$ cat src/rtl/adder_pkg.sv
// Shared definitions for the adder: default word width and lookahead group size.
`ifndef WORD
`define WORD 42
`endif

package adder_pkg;

    localparam int unsigned WORD  = `WORD;
    localparam int unsigned GROUP = 4;

    // Always allocate room for bit WIDTH, so the carry out appears in the padded sum.
    function automatic int unsigned num_groups(input int unsigned width);
        return width / GROUP + 1;
    endfunction

endpackage

$ cat src/rtl/adder_cla4.sv
// 4-bit carry-lookahead slice: bit sums plus group generate/propagate. Purely combinational.
module adder_cla4 (
    input  logic [3:0] a_i,
    input  logic [3:0] b_i,
    input  logic       cin_i,
    output logic [3:0] sum_o,
    output logic       g_o,
    output logic       p_o
);

    logic [3:0] g;
    logic [3:0] p;
    logic [3:0] c;

    always_comb begin
        g    = a_i & b_i;
        p    = a_i ^ b_i;
        c[0] = cin_i;
        c[1] = g[0] | (p[0] & cin_i);
        c[2] = g[1] | (p[1] & g[0]) | (p[1] & p[0] & cin_i);
        c[3] = g[2] | (p[2] & g[1]) | (p[2] & p[1] & g[0]) | (p[2] & p[1] & p[0] & cin_i);
        sum_o = p ^ c;
        g_o   = g[3] | (p[3] & g[2]) | (p[3] & p[2] & g[1]) | (p[3] & p[2] & p[1] & g[0]);
        p_o   = &p;
    end

endmodule

$ cat src/rtl/adder.sv
// Registered WIDTH-bit adder built from chained 4-bit lookahead groups.
// Define ADDER_FLAGS_EN to add the carry_out and overflow flag outputs.
module adder
    import adder_pkg::*;
#(
    parameter int unsigned WIDTH = WORD
) (
    input  logic             clk,
    input  logic             rst_n,
    input  logic [WIDTH-1:0] Ain,
    input  logic [WIDTH-1:0] Bin,
    input  logic             in_valid,
    output logic [WIDTH-1:0] add_out,
    output logic             out_valid
`ifdef ADDER_FLAGS_EN
    ,
    output logic             carry_out,
    output logic             overflow
`endif
);

    localparam int unsigned NumGroups = num_groups(WIDTH);
    localparam int unsigned PadW      = NumGroups * GROUP;

    logic [PadW-1:0]      a_pad;
    logic [PadW-1:0]      b_pad;
    logic [PadW-1:0]      sum_pad;
    logic [NumGroups-1:0] grp_g;
    logic [NumGroups-1:0] grp_p;
    logic [NumGroups:0]   grp_c;

    assign a_pad    = {{(PadW - WIDTH){1'b0}}, Ain};
    assign b_pad    = {{(PadW - WIDTH){1'b0}}, Bin};
    assign grp_c[0] = 1'b0;

    for (genvar i = 0; i < NumGroups; i++) begin : gen_grp
        adder_cla4 u_cla4 (
            .a_i   (a_pad[GROUP*i +: GROUP]),
            .b_i   (b_pad[GROUP*i +: GROUP]),
            .cin_i (grp_c[i]),
            .sum_o (sum_pad[GROUP*i +: GROUP]),
            .g_o   (grp_g[i]),
            .p_o   (grp_p[i])
        );
        assign grp_c[i+1] = grp_g[i] | (grp_p[i] & grp_c[i]);
    end

    logic [WIDTH-1:0] sum_d, sum_q;
    logic             valid_d, valid_q;

    always_comb begin
        sum_d   = sum_q;
        valid_d = in_valid;
        if (in_valid) begin
            sum_d = sum_pad[WIDTH-1:0];
        end
    end

    always_ff @(posedge clk or negedge rst_n) begin
        if (!rst_n) begin
            sum_q   <= '0;
            valid_q <= 1'b0;
        end else begin
            sum_q   <= sum_d;
            valid_q <= valid_d;
        end
    end

    assign add_out   = sum_q;
    assign out_valid = valid_q;

`ifdef ADDER_FLAGS_EN
    logic carry_d, carry_q;
    logic ovf_d, ovf_q;
    logic unused_top;

    // Operand padding is zero, so every padded bit from WIDTH up is zero except the carry.
    always_comb begin
        carry_d = carry_q;
        ovf_d   = ovf_q;
        if (in_valid) begin
            carry_d = |sum_pad[PadW-1:WIDTH];
            ovf_d   = (Ain[WIDTH-1] == Bin[WIDTH-1]) && (sum_pad[WIDTH-1] != Ain[WIDTH-1]);
        end
    end

    always_ff @(posedge clk or negedge rst_n) begin
        if (!rst_n) begin
            carry_q <= 1'b0;
            ovf_q   <= 1'b0;
        end else begin
            carry_q <= carry_d;
            ovf_q   <= ovf_d;
        end
    end

    assign carry_out  = carry_q;
    assign overflow   = ovf_q;
    assign unused_top = grp_c[NumGroups];
`else
    logic unused_top;
    assign unused_top = ^{grp_c[NumGroups], sum_pad[PadW-1:WIDTH]};
`endif

endmodule

$ cat config.mk
export PLATFORM = sky130hd
export DESIGN_NAME = adder
export DESIGN_NICKNAME = d
export VERILOG_FILES = /design/src/rtl/adder_pkg.sv /design/src/rtl/adder_cla4.sv /design/src/rtl/adder.sv
export SDC_FILE = /design/constraint.sdc
export NUM_CORES = 1
export LEC_CHECK = 0
export CAP_MARGIN = 20
export CORE_UTILIZATION = 46
export CTS_BUF_LIST = sky130_fd_sc_hd__clkbuf_8
export CTS_CLUSTER_DIAMETER = 50
export DETAILED_ROUTE_END_ITERATION = 6
export GPL_ROUTABILITY_DRIVEN = 1
export GPL_TIMING_DRIVEN = 0
export PLACE_DENSITY = 0.84
export SETUP_SLACK_MARGIN = 0.05
export SLEW_MARGIN = 15
export SYNTH_ARGS = -nofsm -noshare
export SYNTH_HDL_FRONTEND = slang
export SYNTH_SLANG_ARGS = --single-unit
$ cat constraint.sdc
create_clock -name clk -period 1.2 [get_ports clk]
set_input_delay 0.24 -clock clk [delete_from_list [all_inputs] [get_ports clk]]
set_output_delay 0.24 -clock clk [all_outputs]
set_load 0.01 [all_outputs]
# Yosys cells after proc, flatten, opt, wreduce, memory -nomap -nowiden
# Cells that the tools add are included.
# Widths: inputs -> output; s select.
[totals] reg_bits=43 in_bits=87 out_inout_bits=43
[classes] reduce_logical=9 bitwise=275
[op_table] operator="$and 1x1->1" count=146
[op_table] operator="$or 1x1->1" count=97
[op_table] operator="$xor 4x4->4" count=20
[op_table] operator="$and 4x4->4" count=10
[op_table] operator="$reduce_and 4->1" count=9
[op_table] operator="$xor 2x2->2" count=2

# Depth between registers and ports, before layout
# Gate-level depths: netlist of run 1.
[depth] depth_word=26 depth_mapped=13 depth_no_buf=13

# Modules after synthesis
# A second synthesis of run 1 with hierarchy kept.
[hier_totals] hier_cells=355 area_unflattened_um2=3733.6
[modules_own_cells] module="adder_cla4" seq_area_each_um2=0.0 n_inst=11 cells_per_inst=22 area_each_um2=182.7
[modules_own_cells] module="adder" seq_area_each_um2=1076.0 n_inst=1 cells_per_inst=113 area_each_um2=1724.2

# Worst setup path before layout of run 1
# Ideal clock, no wire load.
[synth_path] path_type="input -> register" start="in Ain[10]" end="reg sum_q[41], in the netlist add_out[41]" path_buffers=0 setup_slack_ns=-1.964 t_arrival_ns=3.040 cell_stages=13 path_cell_list="ha_1 > a21oi_1 > a21boi_1 > o311a_1 > nor3_4 > o22a_2 > o21ai_2 > a211o_1 > a21o_1 > fa_1 > xnor2_1 > xnor2_1 > mux2_2"
[synth_via] elab_chain_len=23
[synth_rtl] item="start, declared" line_no="adder.sv:10" text="input logic [WIDTH-1:0] Ain,"
[synth_rtl] item="$and 4x4->4 / $xor 4x4->4 (equally long branches)" line_no="adder_cla4.sv:16, adder_cla4.sv:17"
[synth_rtl] item="$and 1x1->1" line_no="adder_cla4.sv:23" text="g_o = g[3] | (p[3] & g[2]) | (p[3] & p[2] & g[1]) | (p[3] & p[2] & p[1] & g[0]);"
[synth_rtl] item="$or 1x1->1 / $and 1x1->1 (equally long branches) (2 in a row)" line_no="adder_cla4.sv:23"
[synth_rtl] item="$or 1x1->1" line_no="adder_cla4.sv:23"
[synth_rtl] item="$or 1x1->1 (*)" line_no="adder.sv:45" text="assign grp_c[i+1] = grp_g[i] | (grp_p[i] & grp_c[i]);"
[synth_rtl] item="$and 1x1->1 (*)" line_no="adder.sv:45"
[synth_rtl] item="$or 1x1->1 (*)" line_no="adder.sv:45"
[synth_rtl] item="$and 1x1->1 (*)" line_no="adder.sv:45"
[synth_rtl] item="[6 not listed]"
[synth_rtl] item="$or 1x1->1 (*)" line_no="adder.sv:45"
[synth_rtl] item="$and 1x1->1 (*)" line_no="adder.sv:45"
[synth_rtl] item="$or 1x1->1 (*)" line_no="adder.sv:45"
[synth_rtl] item="$and 1x1->1 (*)" line_no="adder.sv:45"
[synth_rtl] item="$or 1x1->1 (*)" line_no="adder.sv:45"
[synth_rtl] item="$and 1x1->1 (*)" line_no="adder_cla4.sv:19" text="c[1] = g[0] | (p[0] & cin_i);"
[synth_rtl] item="$or 1x1->1 (*)" line_no="adder_cla4.sv:19"
[synth_rtl] item="$xor 2x2->2 (*)" line_no="adder_cla4.sv:22" text="sum_o = p ^ c;"
[synth_rtl] item="end signal, assigned" line_no="adder.sv:64" text="sum_q <= sum_d;"
[synth_rtl] item="end, declared" line_no="adder.sv:48" text="logic [WIDTH-1:0] sum_d, sum_q;"
# Every way passes the cells marked *; elsewhere a longest branch is shown, timed or not.
# A chain may end at the register's enable or synchronous reset.

# Worst setup path after layout of run 1
[layout_path] start="in Ain[30]" end="reg sum_q[41], in the netlist add_out[41]"
[layout_via] elab_chain_len=13
[layout_rtl] item="$and 4x4->4 / $xor 4x4->4 (equally long branches)" line_no="adder_cla4.sv:16, adder_cla4.sv:17"
[layout_rtl] item="$and 1x1->1" line_no="adder_cla4.sv:23"
[layout_rtl] item="$or 1x1->1 / $and 1x1->1 (equally long branches) (2 in a row)" line_no="adder_cla4.sv:23"
[layout_rtl] item="$or 1x1->1" line_no="adder_cla4.sv:23"
[layout_rtl] item="$or 1x1->1 (*)" line_no="adder.sv:45"
[layout_rtl] item="$and 1x1->1 (*)" line_no="adder.sv:45"
[layout_rtl] item="$or 1x1->1 (*)" line_no="adder.sv:45"
[layout_rtl] item="$and 1x1->1 (*)" line_no="adder.sv:45"
[layout_rtl] item="$or 1x1->1 (*)" line_no="adder.sv:45"
[layout_rtl] item="$and 1x1->1 (*)" line_no="adder_cla4.sv:19"
[layout_rtl] item="$or 1x1->1 (*)" line_no="adder_cla4.sv:19"
[layout_rtl] item="$xor 2x2->2 (*)" line_no="adder_cla4.sv:22"
# Marks and branches as above.

==> impl_metrics.json, run 1 <==
{
  "status": "finished, violations left",
  "violations": "setup timing",
  "synth_edf_count": 0,
  "drc": 0,
  "setup_viol": 42,
  "antenna_found_initial": 1,
  "initial_core_util_pct": 48.3,
  "grt_util_met1_pct": 36.3,
  "ant_nets": 0,
  "hp-start": "Ain[0]",
  "p_leak_nw": 2.60,
  "irDropWorstVdd_uv": 620,
  "multi_input_area_mm2": 0.00297,
  "worst_ep_arrival_time_ns": 3.07,
  "htree_levels": 2,
  "clockRootBuffer": "clkbuf_8",
  "worst_slack_ns": -1.68,
  "slew_headroom_pct": 48.3,
  "numCtsBuffers": 5,
  "coreArea_mm2": 0.00691,
  "drt_first_pass_iters": 4,
  "finalPower_mw": 6.06,
  "crit_type": "input pin to register",
  "skew_ns": 0,
  "r2r_slack_ns": 0.06,
  "dp_hpwl_um": 7570,
  "rsz0062_at_grt": "true",
  "final_area_mm2": 0.00588,
  "cts.sinks": 43,
  "ys_seq_area_share_pct": 32.2,
  "die_y_um": 87.2,
  "hold_viol": 0,
  "gr-usage-met3_pct": 4.17,
  "hp-class": "input pin to register",
  "nNetsFinal": 670,
  "grt.overflow.total": 0,
  "max_slew.worst_pin.slew_ns": 0.776,
  "period_needed_ns": 2.88,
  "min_period_over_period_pct": 240,
  "ys.flop_type": "dfrtp_1",
  "vias": 3575,
  "drive_gt1_share_pct": 53.3,
  "fill_cells": 400,
  "portBuffers": 129,
  "synth-seq-cells": 43,
  "grt_max_degree": 33,
  "timing.critical_path.from_type": "input pin",
  "cp_max_fo": 5,
  "drt_iter0_drc": 93,
  "critPathCaptureType": "register",
  "max_freq_mhz": 347,
  "grt.met2_usage_pct": 56.0,
  "critPathSlowestCell": "clkdlybuf4s50_1",
  "synthToLayoutAreaGrowth_pct": 76.3,
  "cts_tree": "built",
  "tns_ns": -41.31,
  "grt_pass1_vias": 3633,
  "cp_slowest_stage_delay_ns": 0.51,
  "routedWlPerCell_um": 19.5,
  "syn_inst": 326,
  "timing.critical_path.from": "Ain[30]",
  "powerDensity_mw_per_mm2": 1030,
  "clk_path_buf_depth": 2,
  "row_count": 30,
  "syn_nets": 464,
  "grt_use_total_pct": 30.7,
  "yosys_warnings": 0,
  "avgViaCountPerCell": 5.67,
  "grt-busiest-layer": "met2",
  "routed_wl_um": 12300,
  "ys_types": 51,
  "die_w_um": 87.2,
  "die-area_mm2": 0.00760,
  "clkTransAtPathRegs_ns": 0.09,
  "r2r_start": "add_out[31]",
  "gp_congestion": 0.852,
  "async_flop_share_pct": 100,
  "layout_commonest_cell": "buf_2",
  "io_pins": 130,
  "layout_common_cells": "buf_2, buf_4, dfrtp_1",
  "regArea_mm2": 0.00108,
  "path_cells": "clkdlybuf4s50_1 > ha_4 > a21o_1 > a21oi_2 > o21ai_1 > o21ai_1 > o21ai_4 > a211o_1 > a21o_1 > fa_2 > xnor2_2 > xnor2_1 > mux2_4",
  "worst_skew_pair.late_latency_ns": 0.30,
  "cp.required_ns": 1.39,
  "slew_violations": 0,
  "netlist_area_mm2": 0.00334,
  "grt_pass1_wl_um": 17800,
  "synth_area_per_cell_um2": 10.2,
  "maxCapViolations": 0,
  "placed_cell_area_mm2": 0.00504
}
cell families (layout without fill, tap and decap cells):
logic type                 Yosys count  count (layout)  share of synthesized area (%)
AOI/OAI and AO/OA                   88              88                           17.8
xor gates and xnor gates            22              22                           5.77
adders and majority gates           51              51                           21.6
buffers and inverters               13             220                           1.46
DFF                                 43              43                           32.2
muxes                               23              23                           7.72
other                                0               1                              0
and+or+nand+nor                     86              86                           13.3
power by group:
group	leakage (nW)	switching (mW)	total, mW	internal [mW]
sequential	0.498	0.173	1.94	1.77
clock	0.0505	0.552	0.946	0.394
combinational	2.05	1.45	3.18	1.72
total	2.60	2.18	6.06	3.88
cell type report:
cell class / count / share of cell area [%]
multi-input cells: 270 / 50.5
repair buffers: 199 / 26.7
flip-flops and latches: 43 / 18.3
well taps: 96 / 2.04
clock buffers: 5 / 1.17
plain buffers: 7 / 0.680
inverters: 6 / 0.383
clock inverters: 3 / 0.213
diodes: 1 / 0.0425
repair_timing:
action / in CTS / in global routing
gates resized for setup: 427 / 52
hold buffers: 1 / 0
endpoints found under the setup margin: 85 / 60
setup buffers: 58 / 22
hold endpoints to repair: 11 / 0
pin swaps: 73 / 36
cloned: 0 / 0
final timing paths:
| check | cells after the start | end |
|---|---|---|
| min reg2reg | 1 | add_out[40] |
| min in group asynchronous | 2 | add_out[29] |
| min | 3 | add_out[0] |
| max reg2reg | 2 | add_out[31] |
| max | 13 | add_out[41] |
| max in group asynchronous | 3 | add_out[18] |
through the flow:
stage          utilization, %  instances  setup WS [ns]  hold WS, ns
2_1_floorplan               -        326          -1.74      -0.0556
3_3_place_gp             72.8        551          -2.53        0.489
3_5_place_dp             73.0        552          -2.59        0.148
4_1_cts                  82.3        609          -1.73        0.355
5_1_grt                  85.2        630          -1.73        0.338
6_report                 85.2        630          -1.68        0.323
sequential cells by signal, summed over array words and instances (netlist names):
signal and count:
add_out 42, out_valid 1
metal layers:
layer  part of all wire [%]  vias to the layer above
met1                     38                     1765
met2                     51                      153
met4                    4.6                        0
met5                      0                        -
met3                    5.6                       50
li1                       -                     1607
Yosys cell counts, types with 2 or more instances:
cell type / n / area share, %
clkbuf_1: 5 / 0.56
nand3_1: 8 / 1.2
nand3b_1: 2 / 0.45
and4b_1: 2 / 0.60
nor3b_1: 2 / 0.45
and4_1: 2 / 0.53
nand4_1: 3 / 0.56
dfrtp_1: 43 / 32
inv_1: 6 / 0.67
or3_1: 2 / 0.37
o21ai_4: 2 / 0.97
buf_1: 2 / 0.23
nor2b_1: 6 / 1.1
fa_1: 11 / 6.6
a21oi_1: 34 / 5.1
xnor2_1: 19 / 5.0
nor3_1: 4 / 0.60
a21o_1: 8 / 1.8
ha_1: 40 / 15
nand2_1: 23 / 2.6
a21boi_1: 2 / 0.45
o21bai_1: 2 / 0.45
a211o_1: 5 / 1.3
and3_1: 4 / 0.75
o21ai_0: 12 / 1.8
o211ai_1: 2 / 0.45
a31oi_1: 3 / 0.56
xor2_1: 3 / 0.79
nor2_1: 22 / 2.5
a31o_2: 2 / 0.53
nor4b_1: 2 / 0.53
mux2_2: 22 / 7.4
a21boi_0: 2 / 0.45
o21a_1: 2 / 0.45
worst max-delay path: cells and delay by family:
kind / cells / cell delay, ns
compound gates: 7 / 1.20
xor+xnor: 2 / 0.28
fa+ha+maj: 2 / 0.59
buf+inv: 1 / 0.51
mux: 1 / 0.26
Note: power is estimated with default switching activity, not from simulation.
==> run 2, diff against run 1 <==
Settings changed: CELL_PAD_IN_SITES_DETAIL_PLACEMENT from default to 0, CELL_PAD_IN_SITES_GLOBAL_PLACEMENT from default to 1, CORE_UTILIZATION 46 to 34, PLACE_DENSITY 0.84 to default, PLACE_DENSITY_LB_ADDON from default to 0.1.
==> run 2 against run 1 <==
Effect of this change:
- setup slack improved by 0.036 ns
- combinational power fell by 4%
- routed wire length down 14%
- die area rose by 34%
- core utilization is 21 points lower
- the run still ends with setup timing left
- maximum frequency up 1.3%
- total power shrank 1.5%
- largest cell class unchanged
- clock power increased by 4.5%
- via count fell by 7.4%
- cell area up 1.5%
==> impl_metrics.json, run 2 (synthesized netlist as in run 1, its figures left out) <==
{
  "crit_type": "input pin to register",
  "setup_viol": 38,
  "crit_cells": 14,
  "path_cells": "buf_6 > ha_4 > a21oi_4 > o211ai_1 > and3_4 > nor3_4 > o22a_2 > o21ai_4 > a211o_1 > a21o_1 > fa_2 > xnor2_2 > xnor2_1 > mux2_4",
  "critPathSlowestCell": "fa_2",
  "finalPower_mw": 5.97,
  "worst_ep_arrival_time_ns": 3.03,
  "timing.critical_path.from": "Bin[5]",
  "hp-class": "input pin to register",
  "routedWlPerCell_um": 16.2,
  "slew_violations": 0,
  "skew_ns": 0,
  "worst_skew_pair.late_latency_ns": 0.29,
  "powerDensity_mw_per_mm2": 1000,
  "drc": 0,
  "r2r_slack_ns": 0.06,
  "irDropWorstVdd_uv": 557,
  "maxCapViolations": 0,
  "p_leak_nw": 2.61,
  "timing.critical_path.from_type": "input pin",
  "crit_buf_inv": 1,
  "numCtsBuffers": 5,
  "r2r_start": "add_out[11]",
  "worst_slack_ns": -1.65,
  "io_pins": 130,
  "die-area_mm2": 0.0102,
  "synthToLayoutAreaGrowth_pct": 79.0,
  "row_count": 35,
  "dp_cells": 585,
  "gp_congestion": 0.806,
  "drive_gt1_share_pct": 54.4,
  "drt_first_pass_iters": 4,
  "cts_tree": "built",
  "clk_path_buf_depth": 2,
  "portBuffers": 129,
  "dp_hpwl_um": 7200,
  "hold_viol": 0,
  "place_ws_ns": -2.64,
  "largest_reg_flops": 42,
  "endpoint": "add_out[41]",
  "cts.sinks": 43,
  "cp_top_family": "compound AO/OA/AOI/OAI gates",
  "antenna_found_initial": 0,
  "cp_slowest_stage_delay_ns": 0.35,
  "fill_cells": 827,
  "vias": 3309,
  "grt_pass1_vias": 3561,
  "rsz0062_at_grt": "true",
  "drt_iter0_drc": 51,
  "final_cells": 653,
  "cp.required_ns": 1.38,
  "critPathCaptureType": "register",
  "slew_headroom_pct": 63.6,
  "die_y_um": 101,
  "die_w_um": 101,
  "nNetsFinal": 662,
  "ant_nets": 0,
  "routed_wl_um": 10600,
  "status": "finished, violations left",
  "violations": "setup timing",
  "rr_worst_depth": 2,
  "max_freq_mhz": 351,
  "min_period_over_period_pct": 237,
  "n_antenna_cell": 0,
  "layout_common_cells": "buf_2, buf_4, dfrtp_1",
  "htree_levels": 2,
  "grt_pass1_wl_um": 17000,
  "grt.overflow.total": 0,
  "max_slew.worst_pin.slew_ns": 0.547,
  "period_needed_ns": 2.85,
  "avgViaCountPerCell": 5.07,
  "grt_max_degree": 30,
  "clockRootBuffer": "clkbuf_8",
  "grt_use_total_pct": 21.4,
  "fin_hold_ws_ns": 0.290,
  "cp_max_fo": 3,
  "rr_endpoint": "add_out[11]",
  "coreArea_mm2": 0.00937,
  "layout_commonest_cell": "buf_2",
  "initial_core_util_pct": 35.6,
  "clkTransAtPathRegs_ns": 0.09
}
-- run 2: changes by cell type in the layout (fill, tap and decap cells not counted), sizes merged --
cell           change
buf                -7
clkbuf             -5
clkdlybuf4s15      +4
clkdlybuf4s50      +5
diode              -1
dlygate4sd2        -4
inv                -2
-- run 2: routing by layer --
metal | global-route usage, % | vias up | part of all wire [%]
met3 | 2.84 | 11 | 4.3
met4 | 4.79 | 0 | 1.2
li1 | - | 1597 | -
met1 | 27.2 | 1604 | 43
met5 | 0 | - | 0
met2 | 38.3 | 97 | 51
-- run 2: worst min path at each step --
stage	to	start	cells after the start
final	out_valid	in_valid	1
after floorplan	add_out[0]	rst_n	0
after CTS	out_valid	in_valid	1
after global routing	out_valid	in_valid	1
after global placement	add_out[41]	add_out[41]	1
after detailed placement	add_out[13]	rst_n	1
-- run 2: what timing repair did --
item,4_1_cts,5_1_grt
resized for setup,461,51
hold endpoints to repair,14,0
pin swaps,80,54
hold buffers,1,0
setup endpoints to repair,85,46
buffers inserted,67,10
-- run 2: layout make-up --
| type | instances | area [um^2] | area share [%] |
|---|---|---|---|
| clock inverters | 1 | 5.00 | 0.0838 |
| inverters | 6 | 22.5 | 0.377 |
| well taps | 129 | 161 | 2.70 |
| plain buffers | 7 | 61.3 | 1.03 |
| multi-input cells | 270 | 3030 | 50.8 |
| flip-flops and latches | 43 | 1080 | 18.0 |
| repair buffers | 191 | 1530 | 25.6 |
| clock buffers | 6 | 82.6 | 1.38 |
-- run 2: power by group --
part / total, mW / switching, mW / internal [mW]
Combinational: 3.05 / 1.37 / 1.69
Sequential: 1.93 / 0.160 / 1.77
Clock: 0.989 / 0.536 / 0.454
Total: 5.97 / 2.06 / 3.91
-- run 2: metrics by stage --
step	setup TNS [ns]	cell area (um^2)	util [%]
after floorplan	-31.84	3620	-
after global placement	-131.46	5070	54.1
after detailed placement	-66.08	5080	54.3
after CTS	-35.12	5870	62.7
after global routing	-38.33	5970	63.7
final	-35.22	5970	63.7
==> run 3, diff against run 2 <==
Settings changed: CORE_UTILIZATION 34 to 31.
Clock period 1.2 ns to 2.6 ns, I/O delays scaled along.
==> run 3 against run 2 <==
Effect of this change:
- the flow still finishes with violations (setup timing)
- flip-flop and latch count stayed put
- count of clock-buffer cells in the layout increased by 1
- clock power shrank 50%
- first-iteration DRC count is 84% higher
- routed wire length fell by 2.9%
- via count down 2.3%
- register-to-register slack better by 1.4 ns
- cell count fell by 0.61%
- cell area is 2.6% lower
- largest cell class unchanged
- largest power group unchanged
==> impl_metrics.json, run 3 (synthesized netlist as in run 1, its figures left out) <==
{
  "rr_worst_depth": 2,
  "gr-usage-met3_pct": 3.34,
  "rsz0062_at_grt": "true",
  "worst_skew_pair.late_latency_ns": 0.30,
  "coreArea_mm2": 0.0104,
  "max_slew.worst_pin.slew_ns": 0.730,
  "critPathSlowestCell": "fa_2",
  "largest_reg_flops": 42,
  "grt_pass1_wl_um": 16300,
  "cts_tree": "built",
  "place_ws_ns": -1.47,
  "critPathCaptureType": "register",
  "initial_core_util_pct": 32.2,
  "grt-busiest-layer": "met2",
  "hold_viol": 0,
  "path_cells": "dlygate4sd2_1 > ha_4 > a21o_1 > a21o_1 > a21oi_2 > o21ai_1 > o21ai_2 > o21ai_4 > a211o_1 > a21o_1 > fa_2 > xnor2_2 > xnor2_1 > mux2_4",
  "final_util_pct": 56.1,
  "dp_cells": 592,
  "synthToLayoutAreaGrowth_pct": 74.4,
  "die_y_um": 106,
  "grt_pass1_vias": 3311,
  "max_freq_mhz": 324,
  "min_period_over_period_pct": 119,
  "drive_gt1_share_pct": 39.6,
  "clkTransAtPathRegs_ns": 0.09,
  "grt_max_degree": 27,
  "gp_congestion": 0.813,
  "clk_path_buf_depth": 2,
  "grt.overflow.total": 0,
  "cts.sinks": 43,
  "layout_common_cells": "clkdlybuf4s50_1, dfrtp_1, buf_4",
  "slew_headroom_pct": 51.4,
  "maxCapViolations": 0,
  "grt_util_met1_pct": 23.5,
  "cts_hold_buf": 0,
  "skew_ns": 0,
  "vias": 3234,
  "antenna_found_initial": 0,
  "finalPower_mw": 2.78,
  "io_pins": 130,
  "die_w_um": 106,
  "grt_use_total_pct": 18.4,
  "die-area_mm2": 0.0112,
  "crit_top_cell": "a21o_1",
  "row_count": 37,
  "routed_wl_um": 10300,
  "layout_commonest_cell": "clkdlybuf4s50_1",
  "status": "finished, violations left",
  "crit_type": "input pin to register",
  "nNetsFinal": 650,
  "htree_levels": 2,
  "hp-class": "input pin to asynchronous set/reset pin",
  "worst_slack_ns": -0.485,
  "irDropWorstVdd_uv": 256,
  "drt_first_pass_iters": 4,
  "cp_slowest_stage_delay_ns": 0.35,
  "worst_ep_arrival_time_ns": 3.28,
  "drc": 0,
  "ant_nets": 0,
  "slew_violations": 0,
  "grt.met2_usage_pct": 32.0,
  "avgViaCountPerCell": 4.98,
  "placed_cell_area_mm2": 0.00501,
  "numCtsBuffers": 5,
  "final_area_mm2": 0.00582,
  "n_antenna_cell": 0,
  "powerDensity_mw_per_mm2": 477,
  "timing.critical_path.from_type": "input pin",
  "routedWlPerCell_um": 15.9,
  "clockRootBuffer": "clkbuf_8",
  "p_leak_nw": 2.45,
  "period_needed_ns": 3.08,
  "final_cells": 649,
  "dp_hpwl_um": 7280,
  "drt_iter0_drc": 94,
  "cp_max_fo": 4,
  "r2r_slack_ns": 1.47,
  "cp.required_ns": 2.79,
  "portBuffers": 129,
  "setup_viol": 8,
  "violations": "setup timing"
}
run 3: per-stage QoR:
stage,setup TNS (ns),hold WS (ns)
floorplan,-1.49,0.224
global placement,-42.01,0.467
detailed placement,-23.66,0.472
CTS,-1.71,0.184
global route,-2.45,0.198
finish,-1.64,0.174
run 3: layout make-up:
| cell class | count | area, um^2 |
|---|---|---|
| Buffer | 7 | 30.0 |
| Inverter | 6 | 22.5 |
| Multi-Input combinational cell | 270 | 2820 |
| Clock inverter | 1 | 7.51 |
| Timing Repair Buffer | 179 | 1600 |
| Tap cell | 136 | 170 |
| Sequential cell | 43 | 1080 |
| Fill cell | 930 | 4550 |
| Clock buffer | 7 | 96.3 |
run 3: final timing paths:
kind	end	start
setup / recovery	add_out[41]	Ain[29]
hold / removal	add_out[4]	rst_n
setup reg to reg	add_out[31]	add_out[31]
hold reg to reg	add_out[23]	add_out[23]
max in group asynchronous	add_out[13]	rst_n
min in group clk	add_out[23]	add_out[23]
run 3: per-layer routing:
metal  part of all wire, %  wire length (um)
met5                     0                 0
met4                   1.6               164
met3                   5.0               520
met2                    49              5100
met1                    44              4520
run 3: critical path: cells and delay by family:
family          cells  cell delay (ns)
fa+ha+maj           2             0.62
compound gates      8             1.35
xor+xnor            2             0.26
buf+inv             1             0.26
mux                 1             0.25
run 3: power by group:
group          switching (mW)  total [mW]  leakage [nW]  internal [mW]
Combinational           0.576        1.39          1.90          0.812
Sequential             0.0774       0.893         0.498          0.816
Clock                   0.254       0.496        0.0505          0.242
Total                   0.908        2.78          2.45           1.87
run 3: what timing repair did:
action	CTS	global route
endpoints found under the setup margin	33	21
gates resized for setup	210	67
setup buffers	34	17
pin swaps	55	41
==> edit, RTL diff (config.mk and constraints of run 1) <==
Remove the register `valid_q`: a continuous assignment takes its place, so the output `out_valid` follows one clock earlier.
--- a/src/rtl/adder.sv
+++ b/src/rtl/adder.sv
@@ -59,12 +59,12 @@
     always_ff @(posedge clk or negedge rst_n) begin
         if (!rst_n) begin
             sum_q   <= '0;
-            valid_q <= 1'b0;
         end else begin
             sum_q   <= sum_d;
-            valid_q <= valid_d;
         end
     end
+
+    assign valid_q = valid_d;
 
     assign add_out   = sum_q;
     assign out_valid = valid_q;
Formal check against the unedited RTL: not equivalent (Yosys sat finds a counterexample within 4 cycles, from zero or initial values and one cycle with rst_n low).
==> edit against run 1 <==
The flow still finishes with violations (setup timing); die area grew 0.18%; power grew 10%; sequential share of layout area shrank 1.1 points; area after synthesis grew 0.19%; wire length grew 22%; worst hold slack lost 0.021 ns; setup slack lost 0.043 ns; final area grew 3.9%; sequential cell count shrank 1; critical path type unchanged; largest cell class unchanged.
==> edit: results (changes against run 1) <==
stage	metric	value	unit	change
critical_path	cpPeakStageDelay	0.38	ns	-0.13 ns
placement	routabilityCongestion	0.820		-3.7%
pwr	internal_power	4210	µW	+8.5%
global_routing	globalRouteTotalUtil	29.9	%	-0.80 points
pwr	peakVddDrop	0.000675	V	+8.8%
route	drt_iter0_drc	336		+260%
route	totalWireLength	15000	µm	+22%
sta	fin_ws	-1.73	ns	-0.0431 ns
global_routing	grt_pass1_wl	17300	µm	-3.0%
placement	dp_hpwl	7310	µm	-3.4%
critical_path	cp_slowest_cell	fa_2		
pwr	leakage	0.00269	µW	+3.4%
final_layout	stdcell_count	622		-1.3%
route	dr.pass1.iters	5		+1
sta	slew_headroom	70.7	%	+22 points
placement	post_dp_cell_area	5060	µm²	+0.25%
global_routing	first_global_vias	3629		-0.11%
placement	dpl.cell_count	547		-0.91%
critical_path	worstPathArrival	3.13	ns	+0.06 ns
placement	place_ws	-2.59	ns	+0.00313 ns
synthesis	ys_seq_area_share	31.4	%	-0.81 points
route	vias_per_cell	6.23		+9.9%
status	violations	setup timing		
final_layout	drive_gt1_share	57.5	%	+4.2 points
final_layout	finalNetCount	662		-1.2%
final_layout	num-fill-cells	316		-21%
status	outcome	complete, but fails checks		
worst_hold_path	hold_start	Ain[0]		
synthesis	avgSynthCellArea	10.4	µm²	+1.7%
sta	hold_ws	0.302	ns	-0.0207 ns
sta	setup_viol	39		-7.1%
## edit: changes by cell type after synthesis, sizes merged, moves of 3 or more
cell	change
mux2	+3
a21boi	-4
nor2	-3
buf	+3
xnor2	+3
nand2	-7
o21a	+4
o21ai	-4
a21oi	-5
## edit: per-stage QoR
stage | setup TNS [ns] | utilization, %
finish | -40.87 | 88.5
global route | -45.19 | 88.5
CTS | -34.96 | 82.5
detailed placement | -64.45 | 73.2
global placement | -118.91 | 73.0
floorplan | -32.69 | -
## edit: timing repair
item,CTS,global route
gates cloned,0,0
setup buffers,33,37
pin swaps,59,67
endpoints found under the hold margin,10,0
hold buffers,1,0
endpoints found under the setup margin,85,51
gates resized for setup,382,115
## edit: worst max path at each step
| stage | startpoint | slack, ns | endpoint |
|---|---|---|---|
| global route | Ain[14] | -1.84 | add_out[36]$_DFFE_PN0P_ |
| CTS | Bin[1] | -1.68 | add_out[41]$_DFFE_PN0P_ |
| detailed placement | Ain[1] | -2.59 | add_out[41]$_DFFE_PN0P_ |
| floorplan | Ain[9] | -1.83 | add_out[41]$_DFFE_PN0P_ |
| global placement | Ain[1] | -2.55 | add_out[41]$_DFFE_PN0P_ |
| finish | Bin[22] | -1.73 | add_out[41]$_DFFE_PN0P_ |
## edit: cell type report
type	count	area share (%)
diodes	1	0.0409
plain buffers	8	0.901
clock buffers	5	1.13
clock inverters	3	0.614
inverters	8	0.491
multi-input cells	263	52.3
flip-flops and latches	42	17.2
well taps	96	1.96
repair buffers	196	25.4
## edit: kinds of logic (layout without fill, tap and decap cells)
group | Yosys count | after routing | share of synthesized area [%]
AO/OA/AOI/OAI | 82 | 82 | 17.2
AND/OR/NAND/NOR | 79 | 79 | 12.6
adder cells (fa/ha/maj) | 51 | 51 | 21.6
flip-flops | 42 | 42 | 31.4
multiplexers | 26 | 26 | 8.72
XOR/XNOR | 25 | 25 | 6.55
buffers and inverters | 16 | 220 | 1.91
other | 0 | 1 | 0
## edit: routing by layer
metal  wire length [µm]  GRT usage (%)  share of wire (%)  up-vias
met1               5250           32.9                 35     1844
li1                   -              -                  -     1593
met2               7210           53.2                 48      329
met3               1550           7.96                 10      112
met5                  0              0                  0        -
met4               1030           14.2                6.8        0
## edit: power groups by stage
stage          Combinational [µW]  Clock (µW)  Sequential (µW)
4_1_cts                      2910        1130             1900
3_3_place_gp                 2580           0             1930
5_1_grt                      3750        1240             1970
6_report                     3540        1180             1960
2_1_floorplan                1190           0             2090
3_5_place_dp                 2670           0             1940
## edit: worst register-to-register path: stages, from the launching register on
cell     delay [ns]
dfrtp_1        0.39
and2b_1        0.16
or4_1          0.48
